$ cat src/rtl/mem_arbiter_pkg.sv
// Shared encodings for the instruction/data memory arbiter: access types,
// response kinds and the store lane helpers used by the grant path.
package mem_arbiter_pkg;

  localparam logic [31:0] NOP_INSN = 32'h0000_0013;

  localparam logic [2:0] LD_LB  = 3'b000;
  localparam logic [2:0] LD_LH  = 3'b001;
  localparam logic [2:0] LD_LW  = 3'b010;
  localparam logic [2:0] LD_LBU = 3'b100;
  localparam logic [2:0] LD_LHU = 3'b101;

  localparam logic [2:0] ST_SB = 3'b000;
  localparam logic [2:0] ST_SH = 3'b001;
  localparam logic [2:0] ST_SW = 3'b010;

  typedef enum logic [2:0] {
    RESP_NONE   = 3'd0,
    RESP_IF     = 3'd1,
    RESP_LS_LD  = 3'd2,
    RESP_LS_ST  = 3'd3,
    RESP_LS_ERR = 3'd4
  } resp_t;

  // A load/store is legal when its type is defined and the address is
  // naturally aligned for the access size.
  function automatic logic ls_access_ok(input logic       we,
                                        input logic [2:0] ld_type,
                                        input logic [2:0] st_type,
                                        input logic [1:0] off);
    logic ok;
    ok = 1'b0;
    if (we) begin
      case (st_type)
        ST_SB:   ok = 1'b1;
        ST_SH:   ok = ~off[0];
        ST_SW:   ok = (off == 2'b00);
        default: ok = 1'b0;
      endcase
    end else begin
      case (ld_type)
        LD_LB, LD_LBU: ok = 1'b1;
        LD_LH, LD_LHU: ok = ~off[0];
        LD_LW:         ok = (off == 2'b00);
        default:       ok = 1'b0;
      endcase
    end
    return ok;
  endfunction

  function automatic logic [3:0] store_be(input logic [2:0] st_type,
                                          input logic [1:0] off);
    logic [3:0] be;
    case (st_type)
      ST_SB:   be = 4'b0001 << off;
      ST_SH:   be = off[1] ? 4'b1100 : 4'b0011;
      ST_SW:   be = 4'b1111;
      default: be = 4'b0000;
    endcase
    return be;
  endfunction

  function automatic logic [31:0] store_data(input logic [2:0]  st_type,
                                             input logic [31:0] wdata);
    logic [31:0] d;
    case (st_type)
      ST_SB:   d = {4{wdata[7:0]}};
      ST_SH:   d = {2{wdata[15:0]}};
      default: d = wdata;
    endcase
    return d;
  endfunction

endpackage

$ cat src/rtl/mem_arbiter_load_align.sv
// Picks the addressed byte/halfword out of a RAM word and sign- or
// zero-extends it according to the load type.
module mem_arbiter_load_align
  import mem_arbiter_pkg::*;
(
  input  logic [31:0] word,
  input  logic [1:0]  offset,
  input  logic [2:0]  load_type,
  output logic [31:0] result
);

  logic [7:0]  byte_lane;
  logic [15:0] half_lane;

  always_comb begin
    case (offset)
      2'd0:    byte_lane = word[7:0];
      2'd1:    byte_lane = word[15:8];
      2'd2:    byte_lane = word[23:16];
      default: byte_lane = word[31:24];
    endcase
    half_lane = offset[1] ? word[31:16] : word[15:0];

    case (load_type)
      LD_LB:   result = {{24{byte_lane[7]}}, byte_lane};
      LD_LBU:  result = {24'b0, byte_lane};
      LD_LH:   result = {{16{half_lane[15]}}, half_lane};
      LD_LHU:  result = {16'b0, half_lane};
      LD_LW:   result = word;
      default: result = 32'b0;
    endcase
  end

endmodule

$ cat src/rtl/mem_arbiter.sv
// Single-port RAM arbiter between instruction fetch and load/store unit,
// with LSU priority bounded by a starvation streak counter.
module mem_arbiter
  import mem_arbiter_pkg::*;
#(
  parameter  int ADDR_W        = 13,
  parameter  int MAX_LS_STREAK = 4,
  localparam int STREAK_W      = $clog2(MAX_LS_STREAK + 1)
) (
  input  logic                clk,
  input  logic                reset_n,
  input  logic                flush,
  input  logic                if_req,
  input  logic [31:0]         if_addr,
  output logic                if_gnt,
  output logic                if_rvalid,
  output logic [31:0]         if_rdata,
  input  logic                ls_req,
  input  logic                ls_we,
  input  logic [31:0]         ls_addr,
  input  logic [31:0]         ls_wdata,
  input  logic [2:0]          ls_load_type,
  input  logic [2:0]          ls_store_type,
  output logic                ls_gnt,
  output logic                ls_rvalid,
  output logic [31:0]         ls_rdata,
  output logic                ls_err,
  output logic                mem_en,
  output logic                mem_we,
  output logic [ADDR_W-1:0]   mem_addr,
  output logic [3:0]          mem_be,
  output logic [31:0]         mem_wdata,
  input  logic [31:0]         mem_rdata,
  output resp_t               dbg_resp,
  output logic [STREAK_W-1:0] dbg_streak
);

  localparam logic [STREAK_W-1:0] STREAK_MAX = STREAK_W'(MAX_LS_STREAK);

  // Handshake: a request is accepted in the cycle its gnt is high; the
  // response (rvalid, plus rdata/err) follows exactly one cycle later.
  resp_t               resp_q;
  logic [STREAK_W-1:0] streak_q;
  logic [1:0]          off_q;
  logic [2:0]          type_q;
  logic                if_starved;
  logic                ls_ok;
  logic [31:0]         ls_load_data;
  logic                unused_bits;

  assign if_starved = if_req && (streak_q == STREAK_MAX);
  assign ls_ok      = ls_access_ok(ls_we, ls_load_type, ls_store_type, ls_addr[1:0]);

  always_comb begin
    if_gnt    = 1'b0;
    ls_gnt    = 1'b0;
    mem_en    = 1'b0;
    mem_we    = 1'b0;
    mem_be    = 4'b0000;
    mem_addr  = ls_addr[ADDR_W+1:2];
    mem_wdata = store_data(ls_store_type, ls_wdata);
    if (reset_n) begin
      if (ls_req && !if_starved) begin
        ls_gnt = 1'b1;
        mem_en = ls_ok;
        mem_we = ls_ok && ls_we;
        if (ls_ok && ls_we) mem_be = store_be(ls_store_type, ls_addr[1:0]);
      end else if (if_req) begin
        if_gnt   = 1'b1;
        mem_en   = 1'b1;
        mem_addr = if_addr[ADDR_W+1:2];
      end
    end
  end

  always_ff @(posedge clk or negedge reset_n) begin
    if (!reset_n) begin
      resp_q   <= RESP_NONE;
      streak_q <= '0;
      off_q    <= 2'b00;
      type_q   <= 3'b000;
    end else begin
      if (ls_gnt) begin
        if (!ls_ok)     resp_q <= RESP_LS_ERR;
        else if (ls_we) resp_q <= RESP_LS_ST;
        else            resp_q <= RESP_LS_LD;
        off_q  <= ls_addr[1:0];
        type_q <= ls_load_type;
      end else if (if_gnt) begin
        resp_q <= RESP_IF;
      end else begin
        resp_q <= RESP_NONE;
      end

      // Streak only measures LSU wins while fetch is actually waiting.
      if (if_gnt || !if_req) streak_q <= '0;
      else if (ls_gnt && streak_q != STREAK_MAX) streak_q <= streak_q + STREAK_W'(1);
    end
  end

  mem_arbiter_load_align u_load_align (
    .word      (mem_rdata),
    .offset    (off_q),
    .load_type (type_q),
    .result    (ls_load_data)
  );

  assign if_rvalid  = (resp_q == RESP_IF) && !flush;
  assign if_rdata   = if_rvalid ? mem_rdata : NOP_INSN;
  assign ls_rvalid  = resp_q inside {RESP_LS_LD, RESP_LS_ST, RESP_LS_ERR};
  assign ls_err     = (resp_q == RESP_LS_ERR);
  assign ls_rdata   = (resp_q == RESP_LS_LD) ? ls_load_data : 32'b0;
  assign dbg_resp   = resp_q;
  assign dbg_streak = streak_q;

  assign unused_bits = ^{if_addr[31:ADDR_W+2], if_addr[1:0], ls_addr[31:ADDR_W+2]};

  a_one_grant: assert property (@(posedge clk) disable iff (!reset_n)
    !(if_gnt && ls_gnt));
  a_en_needs_gnt: assert property (@(posedge clk) disable iff (!reset_n)
    mem_en |-> (if_gnt || ls_gnt));

endmodule

$ cat config.mk
export PLATFORM = sky130hd
export DESIGN_NAME = mem_arbiter
export DESIGN_NICKNAME = d
export VERILOG_FILES = /design/src/rtl/mem_arbiter_pkg.sv /design/src/rtl/mem_arbiter_load_align.sv /design/src/rtl/mem_arbiter.sv
export SDC_FILE = /design/constraint.sdc
export NUM_CORES = 1
export LEC_CHECK = 0
export BUFFER_PORTS_ARGS = -buffer_cell sky130_fd_sc_hd__buf_2
export CORE_AREA = 2 2 102 104
export CTS_BUF_LIST = sky130_fd_sc_hd__clkbuf_4
export DETAILED_ROUTE_END_ITERATION = 8
export DIE_AREA = 0 0 104 106
export MAX_ROUTING_LAYER = met4
export PLACE_DENSITY = 0.66
export SLEW_MARGIN = 30
export SYNTH_ARGS = -nofsm -noshare
export SYNTH_HDL_FRONTEND = slang
export SYNTH_HIERARCHICAL = 1
export SYNTH_SLANG_ARGS = --single-unit
$ cat constraint.sdc
create_clock -name clk -period 1.7 [get_ports clk]
set_clock_uncertainty 0.05 [all_clocks]
set_input_delay 0 -clock clk [delete_from_list [all_inputs] [get_ports clk]]
set_output_delay 0 -clock clk [all_outputs]
set_load 0.005 [all_outputs]
==> results of run 1 <==
==> placed cells by master, fill, tap and decap left out, types with 9 or more instances in the layout <==
cell type	count
nand2b_1	9
buf_6	27
nor2_1	18
o211ai_2	10
mux2_2	24
mux2_4	15
buf_4	25
nand2_1	15
nand3_1	17
mux2i_1	23
a21oi_1	14
buf_2	214
and2_1	59
==> final cells by class <==
class	count	area share
Timing Repair Buffer	275	0.369
Sequential cell	11	0.0613
Inverter	5	0.00411
Multi-Input combinational cell	285	0.521
Clock buffer	4	0.00657
Tap cell	136	0.0372
==> cells by family (layout without fill, tap and decap cells) <==
kind of cell,Yosys count,after routing,share of synthesized area
compound gates,66,66,0.208
xor+xnor,2,2,0.00641
fa+ha+maj,2,2,0.00915
buf+inv,42,284,0.0888
flops,11,11,0.101
mux,67,67,0.281
simple gates,148,148,0.306
==> per-layer routing <==
metal  vias up  routed length (um)  track usage
met5         -                   0            -
met4         0                 350       0.0763
met3        27                 758       0.0325
met2       184                6020        0.381
met1      1644                4430        0.210
li1       1697                   -            -
==> state kept, by name, summed over array words and instances (netlist names) <==
signal      flops
dbg_resp        3
dbg_streak      3
off_q           2
type_q          3
==> timing repair <==
item / 4_1_cts / 5_1_grt
setup buffers: 4 / 7
endpoints found under the hold margin: 17 / 0
pin swaps: 3 / 11
gates cloned: 1 / 0
hold buffers: 5 / 0
resized for setup: 59 / 21
endpoints found under the setup margin: 49 / 76
==> Yosys cell counts, drive strengths merged, types with 2 or more instances <==
cell type / number
o2bb2ai: 2
nor2: 20
o221ai: 8
nor2b: 4
clkbuf: 11
a32oi: 3
o21ai: 3
nand2b: 9
or2: 4
inv: 5
o21bai: 2
dfrtp: 11
mux4: 3
o211ai: 16
and2: 61
nor3b: 4
o22ai: 2
o32a: 2
nand3: 18
buf: 26
mux2: 39
a221o: 2
nand2: 17
a21o: 3
ha: 2
mux2i: 25
nor3: 6
a21oi: 15
==> how the worst min path moves through the flow <==
stage / to / cells past startpoint
finish: off_q[0] / 2
global route: off_q[0] / 2
CTS: off_q[0] / 2
detailed placement: dbg_resp[1] / 2
global placement: dbg_resp[1] / 2
floorplan: dbg_resp[0] / 0
==> power groups by stage <==
| stage | Clock (mW) | Combinational [mW] | Sequential [mW] |
|---|---|---|---|
| 2_1_floorplan | 0 | 0.764 | 0.316 |
| 3_3_place_gp | 0 | 1.22 | 0.332 |
| 3_5_place_dp | 0 | 1.25 | 0.335 |
| 4_1_cts | 0.200 | 1.39 | 0.335 |
| 5_1_grt | 0.217 | 1.58 | 0.344 |
| 6_report | 0.195 | 1.46 | 0.335 |
==> metrics by stage <==
stage / hold WS, ps / total power [mW] / instance area [um2] / instances
CTS: 25.2 / 1.92 / 4440 / 710
global route: 33.0 / 2.14 / 4570 / 716
global placement: -31.6 / 1.55 / 4090 / 696
floorplan: -346 / 1.08 / 2730 / 338
finish: 37.5 / 1.99 / 4570 / 716
detailed placement: -25.7 / 1.58 / 4090 / 696
==> results.ini, run 1 <==
[global_route]
grt_pass1_vias=3586
grt_antenna_before_repair=0
grt_use_total=0.201
grt_pass1_wl_um=17700
grt_overflow=0
grt_max_degree=34

[critical_path]
crit_type=flip-flop to output port
cp_num_buf_inv=2
cp_max_fo=19
crit_path_top_delay_cell=dfrtp_2
cp_cell_sequence=mux2_4 > a22oi_4 > buf_12 > o211ai_1 > and2_1 > buf_2
worstReg2RegStart=dbg_streak[1]
r2r-end=off_q[1]
critPathRequiredTime_ps=1650
rr_worst_depth=6
path_depth=6
slowest_delay_ps=450
worstSetupStartpoint=off_q[0]
crit_path_end_kind=output port
endpoint=ls_rdata[16]
reg2reg_slack_ps=100
critPathLaunchType=flip-flop
cp_top_family=flip-flops
cp.arrival_ps=1860

[clocking]
cts_buffers=3
clock_latency_ps=260
cts_sinks=11
cts.reportedPaths.clkPinSlew_ps=80
clockBufferDepth=2
cts.htree.levels=1
cts-root-buf=clkbuf_4
cts_tree=done

[synthesis]
ys_seq_area_frac=0.101
ys_seq_elements=11
synth_top_area_frac=0.157
ys_types=53
netlist_area_mm2=0.00273
synth.top_cells.by_area=mux2_2 (16%), and2_1 (14%), dfrtp_1 (10%), mux2i_1 (9.2%), o211ai_2 (4.6%)
syn_nets=480
synth_cells=338
avgSynthCellArea_um2=8.09
synth_enable_flop_cells=0
yosysWarnings=6
async_flop_share=1.00
ys.flop_type=dfrtp_1
yosys.area.top_type=mux2_2

[timing]
max_freq_mhz=523
slew_violations=0
finalHoldViolations=0
layout_worst_path_cycle_share=1.12
setup_viol=45
worst_slew_pin_slew_ps=486
fin_tns_setup_ps=-6000
rsz0062_at_grt=yes
slew_headroom=0.674
fin_ws_ps=-211
min_period_ps=1910

[power_and_ir_drop]
internal_power_mw=1.17
swShare=0.411
netSwitchingPower_mw=0.819
clockPowerShare=0.098
seq_power_share=0.168
ir_worst_vdd_v=0.000164
powerDensity_mw_per_mm2=436
total_leakage_power_nw=2.41
comb_power_share=0.734

[outcome]
violations=negative setup slack
status=finished, violations left

[die]
core-area_mm2=0.0100
die_h_um=106
floorplan.initialDensity=0.273
die_area_mm2=0.0110
die_w_um=104
io_pins=266
rows=37

[placed_design]
hpwlAfterDp_um=9130
place_ws_ps=-27.5
port_buffers=229
gp_congestion=0.848

[final_layout]
antennaDiodeCount=0
area_growth_pct=67.2
drive_above_1_share=0.628
post-route-util=0.457
final_nets=723
multi_input_area_mm2=0.00238
fillers=1017
seq_area_um2=280

[run]
drv_cap=0

[route]
antenna_left=0
firstDrtPassIters=5
viasPerCell=4.96
drt_iter0_markers=116
drc=0
vias=3552
wire_per_inst_um=16.1
totalWireLength_um=11600

[hold_path]
min_from=ls_addr[0]
min_path_type=input port to flip-flop

Note: power is estimated with default switching activity, not from simulation.
==> run 2, diff against run 1 <==
--- a/config.mk
+++ b/config.mk
@@ -6,14 +6,13 @@
 export NUM_CORES = 1
 export LEC_CHECK = 0
 export BUFFER_PORTS_ARGS = -buffer_cell sky130_fd_sc_hd__buf_2
-export CORE_AREA = 2 2 102 104
+export CORE_AREA = 2 2 103 105
 export CTS_BUF_LIST = sky130_fd_sc_hd__clkbuf_4
 export DETAILED_ROUTE_END_ITERATION = 8
-export DIE_AREA = 0 0 104 106
+export DIE_AREA = 0 0 105 107
 export MAX_ROUTING_LAYER = met4
-export PLACE_DENSITY = 0.66
+export PLACE_DENSITY = 0.6
 export SLEW_MARGIN = 30
 export SYNTH_ARGS = -nofsm -noshare
 export SYNTH_HDL_FRONTEND = slang
-export SYNTH_HIERARCHICAL = 1
 export SYNTH_SLANG_ARGS = --single-unit
==> results.ini, run 2 <==
[timing]
slew_headroom=0.734  ; +0.0599
layout_worst_path_cycle_share=1.14  ; +0.0135
slew_violations=0  ; unchanged
fin_tns_setup_ps=-4980  ; +1020 ps
setup_viol=44  ; -2.2%
min_period_ps=1930  ; +22.9 ps
finalHoldViolations=0  ; unchanged
fin_ws_ps=-234  ; -22.9 ps
max_freq_mhz=517  ; -1.2%
rsz0062_at_grt=yes
worst_slew_pin_slew_ps=397  ; -89.3 ps

[hold_path]
hold_path_depth=3  ; +1
min_path_type=input port to flip-flop
min_to=dbg_streak[1]
min_from=reset_n

[clocking]
clockBufferDepth=2  ; unchanged
cts-root-buf=clkbuf_4
cts_sinks=11  ; unchanged
clock_latency_ps=270  ; about the same
cts_tree=done
cts.reportedPaths.clkPinSlew_ps=80  ; about the same
cts.htree.levels=1  ; unchanged
cts_buffers=3  ; unchanged

[synthesis]
synth_most_common_cell=mux2_2
ys_seq_area_frac=0.121  ; +0.0201
synth_cells=290  ; -14%
yosys.area.top_type=mux2_2
yosysWarnings=0  ; -6
synth.top_cells.by_count=mux2_2 (44), a21oi_1 (40), nand2_1 (35)
syn_nets=432  ; -10%
ys.flop_type=dfrtp_1
netlist_area_mm2=0.00228  ; -17%
ys_types=42  ; -21%
avgSynthCellArea_um2=7.86  ; -2.9%
ys_seq_elements=11  ; unchanged
synth_enable_flop_cells=0  ; unchanged
async_flop_share=1.00  ; unchanged
synth_top_area_frac=0.217  ; +0.0609
synth.top_cells.by_area=mux2_2 (22%), dfrtp_1 (12%), a21oi_1 (8.8%), and2_1 (8.2%), mux4_2 (5.9%)

[outcome]
violations=negative setup slack
status=finished, violations left

[critical_path]
critPathRequiredTime_ps=1650  ; about the same
rr_worst_depth=9  ; +3
crit_type=flip-flop to output port
worstReg2RegStart=dbg_streak[0]
reg2reg_slack_ps=200  ; +100 ps
cp_max_fo=6  ; -13
cp.arrival_ps=1880  ; +20 ps
r2r-end=dbg_streak[1]
critPathLaunchType=flip-flop
crit_path_end_kind=output port

[die]
die_area_mm2=0.0112  ; +1.9%
io_pins=266  ; unchanged
floorplan.initialDensity=0.226  ; -0.0476
die_w_um=105  ; +0.96%
rows=37  ; unchanged
die_h_um=107  ; +0.94%
core-area_mm2=0.0101  ; +0.93%

[final_layout]
drive_above_1_share=0.650  ; +0.0220
antennaDiodeCount=0  ; unchanged
mostFrequentLayoutCells=buf_2 (216), a21oi_1 (35), nand2_1 (34), mux2_2 (30), and2_1 (29)
fillers=1065  ; +4.7%
area_growth_pct=87.1
final_common_cell=buf_2
post-route-util=0.422  ; -0.0347
final_nets=688  ; -4.8%

[route]
drc=0  ; unchanged
firstDrtPassIters=7  ; +2
wire_per_inst_um=16.1  ; -0.49%
drt_iter0_markers=154  ; +33%
totalWireLength_um=10900  ; -5.4%
antenna_left=0  ; unchanged
vias=3274  ; -7.8%
viasPerCell=4.81  ; -3.1%

[power_and_ir_drop]
swShare=0.398  ; -0.0129
seq_power_share=0.188  ; +0.020
comb_power_share=0.701  ; -0.033
netSwitchingPower_mw=0.660  ; -19%
clockPowerShare=0.110  ; +0.012
internal_power_mw=0.998  ; -15%
powerDensity_mw_per_mm2=389  ; -11%
ir_worst_vdd_v=0.000195  ; +19%
total_leakage_power_nw=2.24  ; -7.0%

[placed_design]
port_buffers=229  ; unchanged
hpwlAfterDp_um=7950  ; -13%
gp_congestion=0.874  ; +3.0%
place_ws_ps=-58.7  ; -31.2 ps

[global_route]
grt_pass1_wl_um=16300  ; -7.7%
grt_antenna_before_repair=0  ; unchanged
grt_use_total=0.186  ; -0.0154
grt_max_degree=33  ; -2.9%
grt_pass1_vias=3173  ; -12%
grt_overflow=0  ; unchanged

[run]
drv_cap=0  ; unchanged

run 2: cell count changes after synthesis, sizes merged, moves of 6 or more:
cell | before | now
nand3 | 18 | 3
o221ai | 8 | 0
a22oi | 1 | 8
nand2b | 9 | 3
a222oi | 0 | 7
mux2i | 25 | 10
o211ai | 16 | 2
and2 | 61 | 30
nand2 | 17 | 35
a21oi | 15 | 41
run 2: power by group through the flow:
stage	Combinational [mW]	Sequential (mW)	Clock, mW
2_1_floorplan	0.532	0.304	0
3_3_place_gp	0.968	0.313	0
3_5_place_dp	0.984	0.315	0
4_1_cts	1.14	0.313	0.190
5_1_grt	1.26	0.316	0.198
6_report	1.16	0.312	0.183
run 2: kinds of logic after synthesis:
group | synth area share
AOI/OAI and AO/OA | 0.187
and+or+nand+nor | 0.249
DFF | 0.121
muxes | 0.344
buffers and inverters | 0.0879
adders and majority gates | 0.0110
run 2: worst max path at each step:
stage | slack, ps | end | startpoint
floorplan | 80 | mem_addr[10] | dbg_streak[0]
global placement | -50 | ls_rdata[2] | off_q[0]
detailed placement | -60 | ls_rdata[2] | off_q[0]
CTS | -250 | ls_rdata[2] | off_q[0]
global route | -380 | ls_rdata[2] | off_q[0]
finish | -230 | ls_rdata[2] | off_q[0]
run 2: through the flow:
step	instances	hold slack [ps]	total power, mW	instance area, um2
after global routing	681	109	1.78	4260
final	681	101	1.66	4260
after floorplan	290	-346	0.837	2280
after CTS	674	73.2	1.64	4160
after global placement	647	-192	1.28	3650
after detailed placement	647	-190	1.30	3650
run 2: final cells by class:
class                           instances  area, um2  area share
Clock buffer                            3       22.5     0.00528
Clock inverter                          1       5.00     0.00117
Inverter                               10       37.5     0.00881
Multi-Input combinational cell        242       1970       0.463
Sequential cell                        11        280      0.0657
Tap cell                              136        170      0.0399
Timing Repair Buffer                  278       1770       0.416
run 2: metal layers:
layer  wire length (um)  vias to the layer above  GRT usage  share of wire
met1               4360                     1504      0.214           0.40
met2               5560                      195      0.341           0.51
met4                224                        0     0.0505          0.020
met5                  0                        -          -              0
met3                795                       18     0.0225          0.073
li1                   -                     1557          -              -
run 2: critical path, stage by stage, from the launching register on:
cell	delay, ps
dfrtp_2	420
buf_6	150
mux4_2	490
a222oi_1	340
nor2_1	80
buf_2	140
run 2: timing repair:
item | 4_1_cts | 5_1_grt
pin swaps | 12 | 6
hold buffers | 8 | 0
gates cloned | 2 | 2
resized for setup | 54 | 14
endpoints found under the hold margin | 20 | 0
setup endpoints to repair | 54 | 70
setup buffers | 13 | 7
==> run 3, diff against run 2 <==
--- a/config.mk
+++ b/config.mk
@@ -6,12 +6,12 @@
 export NUM_CORES = 1
 export LEC_CHECK = 0
 export BUFFER_PORTS_ARGS = -buffer_cell sky130_fd_sc_hd__buf_2
-export CORE_AREA = 2 2 103 105
+export CORE_AREA = 2 2 102 104
 export CTS_BUF_LIST = sky130_fd_sc_hd__clkbuf_4
 export DETAILED_ROUTE_END_ITERATION = 8
-export DIE_AREA = 0 0 105 107
+export DIE_AREA = 0 0 104 106
 export MAX_ROUTING_LAYER = met4
-export PLACE_DENSITY = 0.6
+export PLACE_DENSITY = 0.61
 export SLEW_MARGIN = 30
 export SYNTH_ARGS = -nofsm -noshare
 export SYNTH_HDL_FRONTEND = slang
==> results.ini, run 3 (same netlist as run 2, synthesis figures left out) <==
[outcome]
status=finished, violations left
violations=negative setup slack

[hold_path]
hold_path_depth=5  ; +2
min_path_type=input port to flip-flop

[placed_design]
dp_cells=646  ; -0.15%
port_buffers=229  ; unchanged
hpwlAfterDp_um=7840  ; -1.4%
gp_congestion=0.851  ; -2.6%
placed_area_mm2=0.00364  ; -0.21%

[critical_path]
cp_cell_sequence=buf_6 > mux4_2 > a222oi_1 > nor2_1 > buf_2
crit_path_end_kind=output port
slowest_delay_ps=480  ; about the same
critPathRequiredTime_ps=1650  ; about the same
worstSetupStartpoint=off_q[0]
cp_max_fo=3  ; -3
critPathLaunchType=flip-flop
reg2reg_slack_ps=180  ; -20 ps
crit_path_top_delay_cell=mux4_2
worstReg2RegStart=dbg_streak[0]
cp.arrival_ps=1890  ; about the same
rr_worst_depth=9  ; unchanged
endpoint=ls_rdata[2]
crit_type=flip-flop to output port
r2r-end=dbg_streak[1]

[global_route]
grt_antenna_before_repair=0  ; unchanged
grt_util_met3=0.0264  ; +0.00387
use_met2=0.340  ; -0.00162
grt_overflow=0  ; unchanged
grt_max_degree=34  ; +3.0%
grt_pass1_wl_um=15800  ; -3.1%
met1_usage=0.202  ; -0.0122
grt_use_total=0.183  ; -0.00320
grt_pass1_vias=3085  ; -2.8%
grt-busiest-layer=met2

[die]
die_h_um=106  ; -0.93%
rows=37  ; unchanged
die_area_mm2=0.0110  ; -1.9%
core-area_mm2=0.0100  ; -0.92%
floorplan.initialDensity=0.228  ; +0.00209
die_w_um=104  ; -0.95%
io_pins=266  ; unchanged

[route]
totalWireLength_um=10900  ; -0.29%
firstDrtPassIters=4  ; -3
wire_per_inst_um=16.0  ; -0.58%
vias=3314  ; +1.2%
drc=0  ; unchanged
drt_iter0_markers=144  ; -6.5%
viasPerCell=4.85  ; +0.93%
antenna_left=0  ; unchanged

[clocking]
cts_tree=done
cts.reportedPaths.clkPinSlew_ps=80  ; about the same
cts_buffers=3  ; unchanged
clock_latency_ps=270  ; about the same
cts-root-buf=clkbuf_4
cts.htree.levels=1  ; unchanged
cts_sinks=11  ; unchanged
clockBufferDepth=2  ; unchanged

[timing]
setup_viol=46  ; +4.5%
layout_worst_path_cycle_share=1.14  ; +0.00168
slew_headroom=0.711  ; -0.0229
fin_ws_ps=-237  ; -2.86 ps
max_freq_mhz=516  ; -0.15%
worst_slew_pin_slew_ps=430  ; +33.4 ps
holdWs_ps=132  ; +31.4 ps
rsz0062_at_grt=yes
min_period_ps=1940  ; +2.86 ps
slew_violations=0  ; unchanged
finalHoldViolations=0  ; unchanged

[final_layout]
final_common_cell=buf_2
stdcell_count=683  ; +0.29%
drive_above_1_share=0.645  ; -0.00420
seq_area_um2=275  ; -1.8%
antennaDiodeCount=0  ; unchanged
fillers=1022  ; -4.0%
multi_input_area_mm2=0.00198  ; +0.57%
area_growth_pct=87.5
post-route-cell-area_mm2=0.00427  ; +0.21%
mostFrequentLayoutCells=buf_2 (216), a21oi_1 (36), nand2_1 (33), mux2_2 (30), and2_1 (30)
final_nets=690  ; +0.29%

[power_and_ir_drop]
powerDensity_mw_per_mm2=395  ; +1.5%
p_total_mw=1.69  ; +1.7%
ir_worst_vdd_v=0.000176  ; -9.9%
total_leakage_power_nw=2.24  ; +0.19%

[run]
drv_cap=0  ; unchanged

==> run 3: what timing repair did <==
item / in CTS / in global routing
pin swaps: 6 / 14
setup endpoints to repair: 54 / 54
endpoints found under the hold margin: 20 / 0
setup buffers: 12 / 11
gates resized for setup: 52 / 17
cloned: 2 / 1
hold buffers: 9 / 0
==> run 3: worst min path at each step <==
stage / from / to / slack (ps)
6_report: ls_req / dbg_streak[2] / 130
3_5_place_dp: reset_n / dbg_streak[2] / -250
4_1_cts: ls_store_type[2] / dbg_resp[0] / 90
3_3_place_gp: reset_n / dbg_streak[2] / -250
2_1_floorplan: reset_n / dbg_resp[0] / -350
5_1_grt: ls_req / dbg_streak[2] / 150
==> run 3: report_power, final <==
part	internal [mW]	switching (mW)	total [mW]
clock network	0.0871	0.0945	0.182
logic	0.642	0.548	1.19
registers	0.282	0.0333	0.315
total	1.01	0.675	1.69
==> run 3: area by class of cell <==
class / instances / area share
clock inverters: 1 / 0.00117
inverters: 10 / 0.00879
well taps: 136 / 0.0398
multi-input cells: 242 / 0.465
repair buffers: 280 / 0.416
flip-flops and latches: 11 / 0.0644
clock buffers: 3 / 0.00527
==> run 3: through the flow <==
step                 util  setup slack, ps  setup TNS (ps)
finish              0.427             -237           -6110
detailed placement  0.364             21.8               0
global placement    0.364             42.1               0
global route        0.427             -344          -11060
floorplan               -             82.2               0
CTS                 0.413             -251           -6900
==> run 3: routing by layer <==
metal | share of wire | routed length, um
met4 | 0.026 | 280
met1 | 0.38 | 4170
met2 | 0.51 | 5600
met3 | 0.079 | 856
met5 | 0 | 0
==> run 3: critical path, delay by kind of cell (launching register included) <==
| family | cells | cell delay [ps] |
|---|---|---|
| muxes | 1 | 480 |
| AOI/OAI and AO/OA | 1 | 350 |
| DFF | 1 | 420 |
| and+or+nand+nor | 1 | 90 |
| buffers and inverters | 2 | 280 |
